$ cat config.mk
export PLATFORM = sky130hd
export DESIGN_NAME = data_mem_ctrl
export DESIGN_NICKNAME = d
export VERILOG_FILES = /design/src/rtl/data_mem_ctrl.sv
export SDC_FILE = /design/constraint.sdc
export NUM_CORES = 1
export LEC_CHECK = 0
export ABC_AREA = 1
export CAP_MARGIN = 20
export CORE_MARGIN = 2
export CORE_UTILIZATION = 35
export CTS_CLUSTER_SIZE = 24
export DETAILED_ROUTE_END_ITERATION = 12
export MAX_ROUTING_LAYER = met4
export PLACE_DENSITY = 0.74
export RECOVER_POWER = 100
export SLEW_MARGIN = 10
export SYNTH_ARGS = -nofsm -noshare
export SYNTH_HDL_FRONTEND = slang
export SYNTH_SLANG_ARGS = --single-unit
$ cat constraint.sdc
create_clock -name clk -period 2.1 [get_ports clk]
set_clock_uncertainty 0.15 [all_clocks]
set_input_delay 0.21 -clock clk [delete_from_list [all_inputs] [get_ports clk]]
set_output_delay 0.21 -clock clk [all_outputs]
set_load 0.1 [all_outputs]
$ cat src/rtl/data_mem_ctrl.sv
// Data-side memory controller: connects the core load/store port to block-RAM
// port B and to the MMIO page (display, LEDs, N UART channels).
// Stores complete in the request cycle. Loads take one extra cycle (IDLE -> RESP)
// so that block-RAM read data and captured MMIO values arrive together.
module data_mem_ctrl #(
    parameter logic [19:0] MMIO_BASE   = 20'hAAAAA,
    parameter int          RAM_AW      = 11,
    parameter int          N_UART      = 2,
    parameter logic [11:0] UART_STRIDE = 12'h010,
    parameter int          LED_W       = 16
) (
    input  logic                  clk,
    input  logic                  Rst,
    input  logic                  mem_rea,
    input  logic                  mem_wea,
    input  logic [31:0]           mem_addr,
    input  logic [1:0]            mem_size,
    input  logic                  mem_unsigned,
    input  logic [31:0]           mem_din,
    output logic [31:0]           mem_dout,
    output logic                  mem_ready,
    output logic                  mem_err,
    output logic                  ram_en,
    output logic [3:0]            ram_we,
    output logic [RAM_AW-1:0]     ram_addr,
    output logic [31:0]           ram_din,
    input  logic [31:0]           ram_dout,
    output logic                  disp_wea,
    output logic [31:0]           disp_dat,
    output logic [LED_W-1:0]      led,
    output logic [N_UART-1:0]     tx_wen,
    output logic [8*N_UART-1:0]   uart_din,
    output logic [N_UART-1:0]     rx_ren,
    input  logic [8*N_UART-1:0]   uart_dout,
    input  logic [N_UART-1:0]     rx_data_present,
    input  logic [N_UART-1:0]     tx_full
);

    localparam logic [0:0] ST_IDLE = 1'b0;
    localparam logic [0:0] ST_RESP = 1'b1;

    logic [0:0]       r_state;
    logic [31:0]      r_doutHold;
    logic             r_dispWea;
    logic [31:0]      r_dispDat;
    logic [LED_W-1:0] r_led;
    logic             r_capIsRam;
    logic [31:0]      r_cap;
    logic [1:0]       r_lane;
    logic [1:0]       r_size;
    logic             r_uns;

    logic [19:0]       w_upper;
    logic [11:0]       w_off;
    logic              w_isRam;
    logic              w_isMmio;
    logic              w_unmapped;
    logic              w_misaligned;
    logic              w_idle;
    logic              w_err;
    logic              w_wrOk;
    logic              w_rdAccept;
    logic              w_hitDispWea;
    logic              w_hitDispDat;
    logic              w_hitLed;
    logic              w_uartData;
    logic              w_uartStat;
    logic [N_UART-1:0] w_uartSel;
    logic              w_selTxFull;
    logic              w_selRxPresent;
    logic [7:0]        w_selRxByte;
    logic [11:0]       w_base;
    logic              w_txStall;
    logic [31:0]       w_mmioRead;
    logic [31:0]       w_src;
    logic [7:0]        w_byte;
    logic [15:0]       w_half;
    logic [31:0]       w_readData;

    assign w_upper    = mem_addr[31:12];
    assign w_off      = mem_addr[11:0];
    assign w_isRam    = (w_upper < MMIO_BASE);
    assign w_isMmio   = (w_upper == MMIO_BASE);
    assign w_unmapped = !w_isRam && !w_isMmio;

    // Size 3 is treated as a word, so any size with bit 1 set needs word alignment.
    assign w_misaligned = ((mem_size == 2'd1) && mem_addr[0]) ||
                          (mem_size[1] && (mem_addr[1:0] != 2'b00));

    // A simultaneous load and store request is handled as a store.
    assign w_idle     = !Rst && (r_state == ST_IDLE);
    assign w_err      = w_idle && (mem_rea || mem_wea) && (w_misaligned || w_unmapped);
    assign w_wrOk     = w_idle && mem_wea && !w_misaligned && !w_unmapped;
    assign w_rdAccept = w_idle && mem_rea && !mem_wea && !w_misaligned && !w_unmapped;

    assign w_hitDispWea = w_isMmio && ({w_off[11:2], 2'b00} == 12'h004);
    assign w_hitDispDat = w_isMmio && ({w_off[11:2], 2'b00} == 12'h008);
    assign w_hitLed     = w_isMmio && ({w_off[11:2], 2'b00} == 12'h00C);

    // Locate the UART channel addressed by the offset; lowest channel wins on overlap.
    always_comb begin
        w_uartData     = 1'b0;
        w_uartStat     = 1'b0;
        w_uartSel      = '0;
        w_selTxFull    = 1'b0;
        w_selRxPresent = 1'b0;
        w_selRxByte    = 8'h00;
        w_base         = 12'h400;
        for (int k = N_UART - 1; k >= 0; k--) begin
            w_base = 12'h400 + 12'(k) * UART_STRIDE;
            if (w_isMmio && ({w_off[11:2], 2'b00} == w_base)) begin
                w_uartData     = 1'b1;
                w_uartStat     = 1'b0;
                w_uartSel      = '0;
                w_uartSel[k]   = 1'b1;
                w_selTxFull    = tx_full[k];
                w_selRxPresent = rx_data_present[k];
                w_selRxByte    = uart_dout[8*k +: 8];
            end else if (w_isMmio && ({w_off[11:2], 2'b00} == (w_base + 12'h004))) begin
                w_uartData     = 1'b0;
                w_uartStat     = 1'b1;
                w_uartSel      = '0;
                w_uartSel[k]   = 1'b1;
                w_selTxFull    = tx_full[k];
                w_selRxPresent = rx_data_present[k];
                w_selRxByte    = uart_dout[8*k +: 8];
            end
        end
    end

    assign w_txStall = w_wrOk && w_uartData && w_selTxFull;

    // RAM port: enabled on any accepted RAM access, byte lanes enabled on stores only.
    always_comb begin
        ram_en = (w_wrOk || w_rdAccept) && w_isRam;
        ram_we = 4'b0000;
        if (w_wrOk && w_isRam) begin
            case (mem_size)
                2'd0:    ram_we = 4'b0001 << mem_addr[1:0];
                2'd1:    ram_we = 4'b0011 << mem_addr[1:0];
                default: ram_we = 4'b1111;
            endcase
        end
    end

    assign ram_addr = mem_addr[RAM_AW+1:2];

    // Replicate narrow store data across the word so the enabled lanes see it.
    always_comb begin
        case (mem_size)
            2'd0:    ram_din = {4{mem_din[7:0]}};
            2'd1:    ram_din = {2{mem_din[15:0]}};
            default: ram_din = mem_din;
        endcase
    end

    // UART strobes: TX only when the FIFO has room, RX pop only when data is waiting.
    always_comb begin
        tx_wen   = '0;
        rx_ren   = '0;
        uart_din = '0;
        if (w_wrOk && w_uartData && !w_selTxFull) begin
            tx_wen = w_uartSel;
        end
        if (w_rdAccept && w_uartData && w_selRxPresent) begin
            rx_ren = w_uartSel;
        end
        for (int k = 0; k < N_UART; k++) begin
            if (tx_wen[k]) begin
                uart_din[8*k +: 8] = mem_din[7:0];
            end
        end
    end

    // Value an MMIO load returns; unknown offsets and an empty RX FIFO read as 0.
    always_comb begin
        w_mmioRead = 32'h0;
        if (w_hitDispWea) begin
            w_mmioRead = {31'h0, r_dispWea};
        end else if (w_hitDispDat) begin
            w_mmioRead = r_dispDat;
        end else if (w_hitLed) begin
            w_mmioRead = 32'(r_led);
        end else if (w_uartData && w_selRxPresent) begin
            w_mmioRead = {24'h0, w_selRxByte};
        end else if (w_uartStat) begin
            w_mmioRead = {30'h0, w_selTxFull, w_selRxPresent};
        end
    end

    // Lane extraction and sign/zero extension of the response word.
    always_comb begin
        w_src = r_capIsRam ? ram_dout : r_cap;
        case (r_lane)
            2'd0:    w_byte = w_src[7:0];
            2'd1:    w_byte = w_src[15:8];
            2'd2:    w_byte = w_src[23:16];
            default: w_byte = w_src[31:24];
        endcase
        w_half = r_lane[1] ? w_src[31:16] : w_src[15:0];
        case (r_size)
            2'd0:    w_readData = r_uns ? {24'h0, w_byte} : {{24{w_byte[7]}}, w_byte};
            2'd1:    w_readData = r_uns ? {16'h0, w_half} : {{16{w_half[15]}}, w_half};
            default: w_readData = w_src;
        endcase
    end

    // Handshake outputs: loads wait for RESP, stalled UART stores wait for TX room.
    always_comb begin
        mem_ready = 1'b1;
        mem_err   = w_err;
        if (Rst) begin
            mem_ready = 1'b0;
        end else if (r_state == ST_RESP) begin
            mem_ready = 1'b1;
        end else if (w_rdAccept || w_txStall) begin
            mem_ready = 1'b0;
        end
    end

    // Load data is live during RESP, zero on an error cycle, and held otherwise.
    always_comb begin
        if (Rst) begin
            mem_dout = 32'h0;
        end else if (r_state == ST_RESP) begin
            mem_dout = w_readData;
        end else if (w_err) begin
            mem_dout = 32'h0;
        end else begin
            mem_dout = r_doutHold;
        end
    end

    // Load FSM and capture of the request attributes needed in RESP.
    always_ff @(posedge clk) begin
        if (Rst) begin
            r_state    <= ST_IDLE;
            r_doutHold <= 32'h0;
            r_capIsRam <= 1'b0;
            r_cap      <= 32'h0;
            r_lane     <= 2'b00;
            r_size     <= 2'b00;
            r_uns      <= 1'b0;
        end else if (r_state == ST_RESP) begin
            r_doutHold <= w_readData;
            r_state    <= ST_IDLE;
        end else if (w_err) begin
            r_doutHold <= 32'h0;
        end else if (w_rdAccept) begin
            r_state    <= ST_RESP;
            r_capIsRam <= w_isRam;
            r_cap      <= w_mmioRead;
            r_lane     <= mem_addr[1:0];
            r_size     <= mem_size;
            r_uns      <= mem_unsigned;
        end
    end

    // MMIO register stores take effect on the edge that completes the request.
    always_ff @(posedge clk) begin
        if (Rst) begin
            r_dispWea <= 1'b0;
            r_dispDat <= 32'h0;
            r_led     <= '0;
        end else if (w_wrOk) begin
            if (w_hitDispWea) r_dispWea <= mem_din[0];
            if (w_hitDispDat) r_dispDat <= mem_din;
            if (w_hitLed)     r_led     <= mem_din[LED_W-1:0];
        end
    end

    assign disp_wea = r_dispWea;
    assign disp_dat = r_dispDat;
    assign led      = r_led;

endmodule

==> results.md, run 1 <==
- Die Span Y: 141 µm
- Clk root buf: clkbuf_16
- Data required time of the critical path: 1.74 ns
- Initial antenna violation count: 1
- Total gr overflow: 0
- VDD IR max: about 0.46 mV
- DRT antenna net count: 0
- Number of vias per cell: 5.21
- Synth Area in Adders: 0
- Commonest non-fill, non-tap cells in the layout: nand2_1 (174), buf_4 (151), dfxtp_1 (117)
- Final WL: roughly 31 mm
- Seq cells post-synth: 120
- First-pass GRT wire length: about 47 mm
- Mux cell area share after synthesis: 0
- Syn-to-layout area delta: 106%
- Status: complete, but fails checks
- Cell mode on critical path: nand2_2
- CP Max Fanout: 8
- Distinct cells, synth: 37
- HPWL Detailed: ~23 mm
- Commonest non-fill, non-tap cell in the layout: nand2_1
- Die W: between 100 and 150 µm
- Syn_nets: around 1100
- WL met1: 12.6 mm
- Total I/O pin count: approximately 270
- # Max-Cap Violations: 0
- Wirelength per Cell: 19.0 µm
- Skew-Pair Late Insertion Delay: between 0.4 and 0.5 ns
- CTS tree: yes
- CP Data Arrival Time: between 2 and 2.5 ns
- Worst min path class: input port to flip-flop
- Rows: 50
- Core footprint: around 19000 µm²
- Power per cell area: 565 nW/µm²
- Met2 WL: between 15 and 20 mm
- Worst-path clk slew: about 0.060 ns
- Total CTS buffers: 17
- Synth Warn #: 0
- Worst Max-Slew Pin Slew: approximately 1.2 ns
- CP endpoint kind: output port
- Clock tree buffer depth: 2
- Ratio of cells with drive above 1 in the final layout: 0.472
- Met3 wire length: approximately 1.8 mm
- CP Cell Sequence: buf_6 -> nand2_2 -> nand2_2 -> inv_2 -> o21ai_2 -> nand3_1 -> nand2_2 -> nand2_4 -> o21ai_4 -> nand2_4 -> nor2_1 -> nor2_1 -> nor2_4 -> buf_12
- Endpoints failing setup: between 90 and 100
- Hold Vio Cnt, Final: 0
- Pre-Repair DR Iteration Count: 7
- RSZ-0062 raised after global routing: true
- Failing checks: setup timing
- Top Metal Used: met4
- Vias: 8550
- Full die area: between 15000 and 20000 µm²
- Share of the yosys chip area belonging to registers: 0.366
- Area after DPL: 12100 µm²
- Relative slew margins: 0.212
- Port bufs: 273
- Mean Syn Cell Area: 6.64 µm²
- Static leakage: approximately 5.5 nW
- Final Critical Period: 2.71 ns
- Hold Slack: between 0.2 and 0.25 ns
- Main combinational cell family by area after synthesis: compound AO/OA/AOI/OAI gates
- Hold buffers post-CTS: 0
- DR DRC count: 0
- Final GP Congestion: between 0.9 and 1
- Critical path class: flip-flop to output port
- Largest net degree at the start of global routing: 50
- Number of synthesized flops with an enable pin: 0
- NumNets Final: about 1500
- CP max-delay cell: dfxtp_4
- Final Slew Violations: 0
- Post-synthesis simple-gate area fraction: 0.244
- Htree depth: 4
- Final Cell Area: 13500 µm²
- Top delay family on crit path: simple AND/OR/NAND/NOR gates
- WP buf/inv: 3
- Post-Synthesis Cells: 990
- Slowest cell delay on critical path: 0.41 ns
- FFs w/ async S/R, synth: 0
- Mapped cell area: 6570 µm²
- CTS Sinks: 120
- Post-Synth XOR/XNOR Area: 0
- Starting Density: 0.354
- Worst slack, placed: -0.676 ns
- F_max: between 300 and 400 MHz
- Startpoint Class: flip-flop
- Final period util: 1.29
- Vias in the first global route: 8572
- Compound-cell area share of the yosys netlist: 0.256
- Primary FF master, synth: dfxtp_1
- Worst setup margin: -0.607 ns
- Initial drt markers: ~490
- Total Routing Usage GR: 0.314
power breakdown:
group / total [mW] / internal, mW / switching (mW) / leakage [nW]
clock: 3.16 / 2.03 / 1.14 / 0.300
combinational: 2.16 / 0.812 / 1.35 / 4.23
sequential: 2.32 / 2.30 / 0.0188 / 0.970
final timing paths:
| path | to | startpoint | slack (ns) | depth (start not counted) |
|---|---|---|---|---|
| worst max register to register | r_cap[5]$_SDFFE_PP0P_ | r_state$_SDFF_PP0_ | -0.14 | 11 |
| worst min-delay path | r_lane[0]$_SDFFE_PP0P_ | mem_addr[0] | 0.25 | 3 |
| worst min register to register | r_cap[4]$_SDFFE_PP0P_ | r_cap[4]$_SDFFE_PP0P_ | 0.30 | 2 |
| worst max-delay path | mem_dout[30] | r_capIsRam$_SDFFE_PP0P_ | -0.61 | 14 |
kinds of logic after synthesis:
group | Yosys count
AND/OR/NAND/NOR | 360
buffers and inverters | 196
flip-flops | 120
AO/OA/AOI/OAI | 314
worst reg2reg max path, delay by kind of cell, from the launching register on:
| family | cells | cell delay (ns) |
|---|---|---|
| AND/OR/NAND/NOR | 7 | 1.11 |
| flip-flops | 1 | 0.34 |
| buffers and inverters | 4 | 0.50 |
flip-flops by register name, indices dropped and copies added (netlist names):
name        cells
disp_dat       32
r_cap          32
r_doutHold     32
led            16
r_lane          2
r_size          2
disp_wea        1
r_capIsRam      1
r_state         1
r_uns           1
synth_stat cells (3+ instances only):
master    number  area [µm²]
buf_1          3        11.3
or2_2          7        43.8
dfxtp_1      120        2400
nor2_2         7        43.8
buf_4         22         165
nand4_1       15        93.8
inv_1        115         432
buf_2         24         120
nand2_2       12        75.1
a221oi_1       7        61.3
o22ai_1       31         194
clkinv_1       4        15.0
nand2_1      199         747
nand3_1       23         115
o211ai_1       9        67.6
buf_6          5        56.3
a21oi_1      129         646
o21ai_1       48         240
clkbuf_1      18        67.6
nor3_1        10        50.1
o21ai_0       85         425
nor2_1        70         263
nand2_4        5        56.3
inv_2          5        18.8
per-stage QoR:
stage | setup TNS (ns) | utilization | power, mW | std cells
finish | -26.59 | 0.728 | 7.65 | 1640
detailed placement | -90.15 | 0.651 | 4.40 | 1563
global placement | -83.42 | 0.651 | 4.39 | 1563
global route | -36.22 | 0.728 | 7.85 | 1640
floorplan | -11.32 | - | 3.51 | 990
CTS | -20.10 | 0.726 | 7.64 | 1624
layout make-up:
type / instances / area [µm²]
Clock inverter: 13 / 195
Antenna cell: 1 / 2.50
Tap cell: 234 / 293
Clock buffer: 18 / 439
Sequential cell: 120 / 2410
Multi-Input combinational cell: 677 / 4850
Timing Repair Buffer: 453 / 4820
Inverter: 124 / 536
Fill cell: 1363 / 5040
timing repair:
item / 4_1_cts / 5_1_grt
gates resized for setup: 277 / 83
endpoints found under the setup margin: 146 / 120
cloned: 4 / 1
setup buffers: 33 / 19
pin swaps: 86 / 73
hold endpoints to repair: 0 / 0
routing by layer:
layer | global-route usage | up-vias
met4 | 0.111 | 0
met3 | 0.0588 | 71
met1 | 0.366 | 4046
li1 | - | 4097
met5 | - | -
met2 | 0.542 | 336
Note: power is estimated with default switching activity, not from simulation.
==> run 2: changes to the inputs <==
- PLACE_DENSITY: 0.74 -> 0.7
==> run 2 against run 1 <==
  * The flow still finishes with violations (setup timing)
  * Routed wire length rose by 0.11%
  * Register-to-register slack got worse by 0.02 ns
  * Power fell by 3.8%
  * Critical endpoint is now mem_dout[1]
==> results.md, run 2 (synthesis gave the netlist of run 1 again) <==
- Layout Utilization: 0.729 (+0.000875)
- Placed Cells: 1568 (+0.32%)
- Initial drt markers: 572 (+16%)
- CP max-delay cell: a221oi_1
- Total CTS buffers: 17 (unchanged)
- Power per cell area: 543 nW/µm² (-3.9%)
- Register area: 2410 µm² (unchanged)
- Worst r2r src: r_state$_SDFF_PP0_
- Total I/O pin count: 274 (unchanged)
- Starting Density: 0.354 (unchanged)
- DR DRC count: 0 (unchanged)
- Total Routing Usage GR: 0.311 (-0.00329)
- Worst min path class: input port to flip-flop
- Port bufs: 273 (unchanged)
- CTS Sinks: 120 (unchanged)
- R2R Setup Slk: -0.16 ns (-0.02 ns)
- CP Launch Point: r_capIsRam$_SDFFE_PP0P_
- Final GP Congestion: 0.978 (+1.9%)
- Cell depth of the worst flop-to-flop path: 10 (-1)
- Core footprint: 18600 µm² (unchanged)
- Final Cell Area: 13600 µm² (+0.12%)
- Full die area: 19900 µm² (unchanged)
- Commonest non-fill, non-tap cell in the layout: nand2_1
- Die Span Y: 141 µm (unchanged)
- # Max-Cap Violations: 0 (unchanged)
- WP buf/inv: 2 (-1)
- Worst setup margin: -0.607 ns (+0.000241 ns)
- Endpoints failing setup: 78 (-20%)
- First-pass GRT wire length: 46.5 mm (-0.59%)
- Die W: 141 µm (unchanged)
- Post-Layout Cell Count: 1655 (+0.91%)
- NumNets Final: 1528 (+0.79%)
- RSZ-0062 raised after global routing: true
- Ratio of cells with drive above 1 in the final layout: 0.484 (+0.0122)
- Clk root buf: clkbuf_16
- CP Data Arrival Time: 2.35 ns (about the same)
- Area after DPL: 12100 µm² (+0.21%)
- Final period util: 1.29 (about the same)
- Worst Setup EP: mem_dout[1]
- F_max: 369 MHz (about the same)
- CP endpoint kind: output port
- Largest net degree at the start of global routing: 50 (unchanged)
- Cell mode on critical path: o21ai_2
- VDD IR max: 0.508 mV (+10%)
- Relative slew margins: 0.212 (+0.000775)
- Wirelength per Cell: 18.9 µm (-0.80%)
- Data required time of the critical path: 1.74 ns (about the same)
- Vias: 8618 (+0.80%)
- Commonest non-fill, non-tap cells in the layout: nand2_1 (173), buf_4 (156), dfxtp_1 (117)
- Critical path depth: 9 (-5)
- CTS tree: yes
- Number of vias per cell: 5.21 (-0.12%)
- Final Slew Violations: 0 (unchanged)
- Hold buffers post-CTS: 0 (unchanged)
- Initial antenna violation count: 4 (+3)
- Hold Vio Cnt, Final: 0 (unchanged)
- Slowest cell delay on critical path: 0.44 ns (+0.03 ns)
- DRT antenna net count: 0 (unchanged)
- Reg-to-Reg End: r_cap[26]$_SDFFE_PP0P_
- Final Critical Period: 2.71 ns (-0.000241 ns)
- Multi-input logic area: 4800 µm² (-0.85%)
- Pre-Repair DR Iteration Count: 5 (-2)
- Top delay family on crit path: compound AO/OA/AOI/OAI gates
- CP Cell Sequence: buf_4 -> or2_2 -> o21ai_2 -> nand2_1 -> o21ai_2 -> o22ai_2 -> a221oi_1 -> nor3_4 -> buf_12
- Failing checks: setup timing
- Startpoint Class: flip-flop
- Status: complete, but fails checks
- Worst-path clk slew: 0.05 ns (about the same)
- Rows: 50 (unchanged)
- Worst Max-Slew Pin Slew: 1.19 ns (-0.00117 ns)
- Filler Cell Count: 1336 (-2.0%)
- Htree depth: 4 (unchanged)
- Static leakage: 5.59 nW (+1.6%)
- Total gr overflow: 0 (unchanged)
- Critical path class: flip-flop to output port
- Vias in the first global route: 8578 (+0.070%)
- Clock tree buffer depth: 2 (unchanged)
- CP Max Fanout: 12 (+4)
- HPWL Detailed: 22.3 mm (-2.4%)
- Skew-Pair Late Insertion Delay: 0.43 ns (about the same)
- Final WL: 31.3 mm (+0.11%)
- Syn-to-layout area delta: 106%
## run 2: stage by stage
step | setup slack, ns | power, mW | TNS, ns | hold WS (ns)
after floorplan | -0.250 | 3.51 | -11.32 | 0.223
after detailed placement | -0.702 | 4.40 | -91.51 | 0.292
after CTS | -0.591 | 7.44 | -22.92 | 0.106
after global routing | -0.712 | 7.56 | -39.23 | 0.166
after global placement | -0.628 | 4.38 | -77.37 | 0.288
final | -0.607 | 7.36 | -26.72 | 0.138
## run 2: area by class of cell
type	count	share of cell area
Inverter	124	0.0397
Clock inverter	13	0.0108
Timing Repair Buffer	465	0.362
Sequential cell	120	0.178
Clock buffer	18	0.0324
Tap cell	234	0.0216
Multi-Input combinational cell	677	0.355
Antenna cell	4	0.000739
## run 2: power breakdown
group / internal (mW) / switching (mW)
clock: 1.78 / 1.15
combinational: 0.783 / 1.33
sequential: 2.30 / 0.0165
## run 2: worst min-delay path, stage by stage
cell	delay [ns]
buf_6	0.08
a31oi_2	0.11
nand3_4	0.08
buf_4	0.13
a21oi_1	0.06
## run 2: timing repair
item                                    in CTS  in global routing
cloned                                       7                  3
setup buffers                               40                 14
pin swaps                                  108                 71
endpoints found under the setup margin     144                130
resized for setup                          310                 89
## run 2: layer usage
layer | vias up | part of all wire | wire length (µm) | GRT usage
met5 | - | 0 | 0 | -
met4 | 0 | 0.042 | 1330 | 0.122
met3 | 87 | 0.065 | 2050 | 0.0707
met2 | 397 | 0.50 | 15500 | 0.517
met1 | 4016 | 0.40 | 12400 | 0.366
li1 | 4118 | - | - | -
## run 2: worst min-delay path by stage
stage	from	end	cells past startpoint
after CTS	mem_addr[27]	r_capIsRam$_SDFFE_PP0P_	5
final	mem_addr[27]	r_capIsRam$_SDFFE_PP0P_	5
after detailed placement	r_cap[0]$_SDFFE_PP0P_	r_cap[0]$_SDFFE_PP0P_	2
after floorplan	mem_din[0]	disp_wea$_SDFFE_PP0P_	2
after global routing	mem_addr[27]	r_capIsRam$_SDFFE_PP0P_	5
after global placement	r_cap[4]$_SDFFE_PP0P_	r_cap[4]$_SDFFE_PP0P_	2
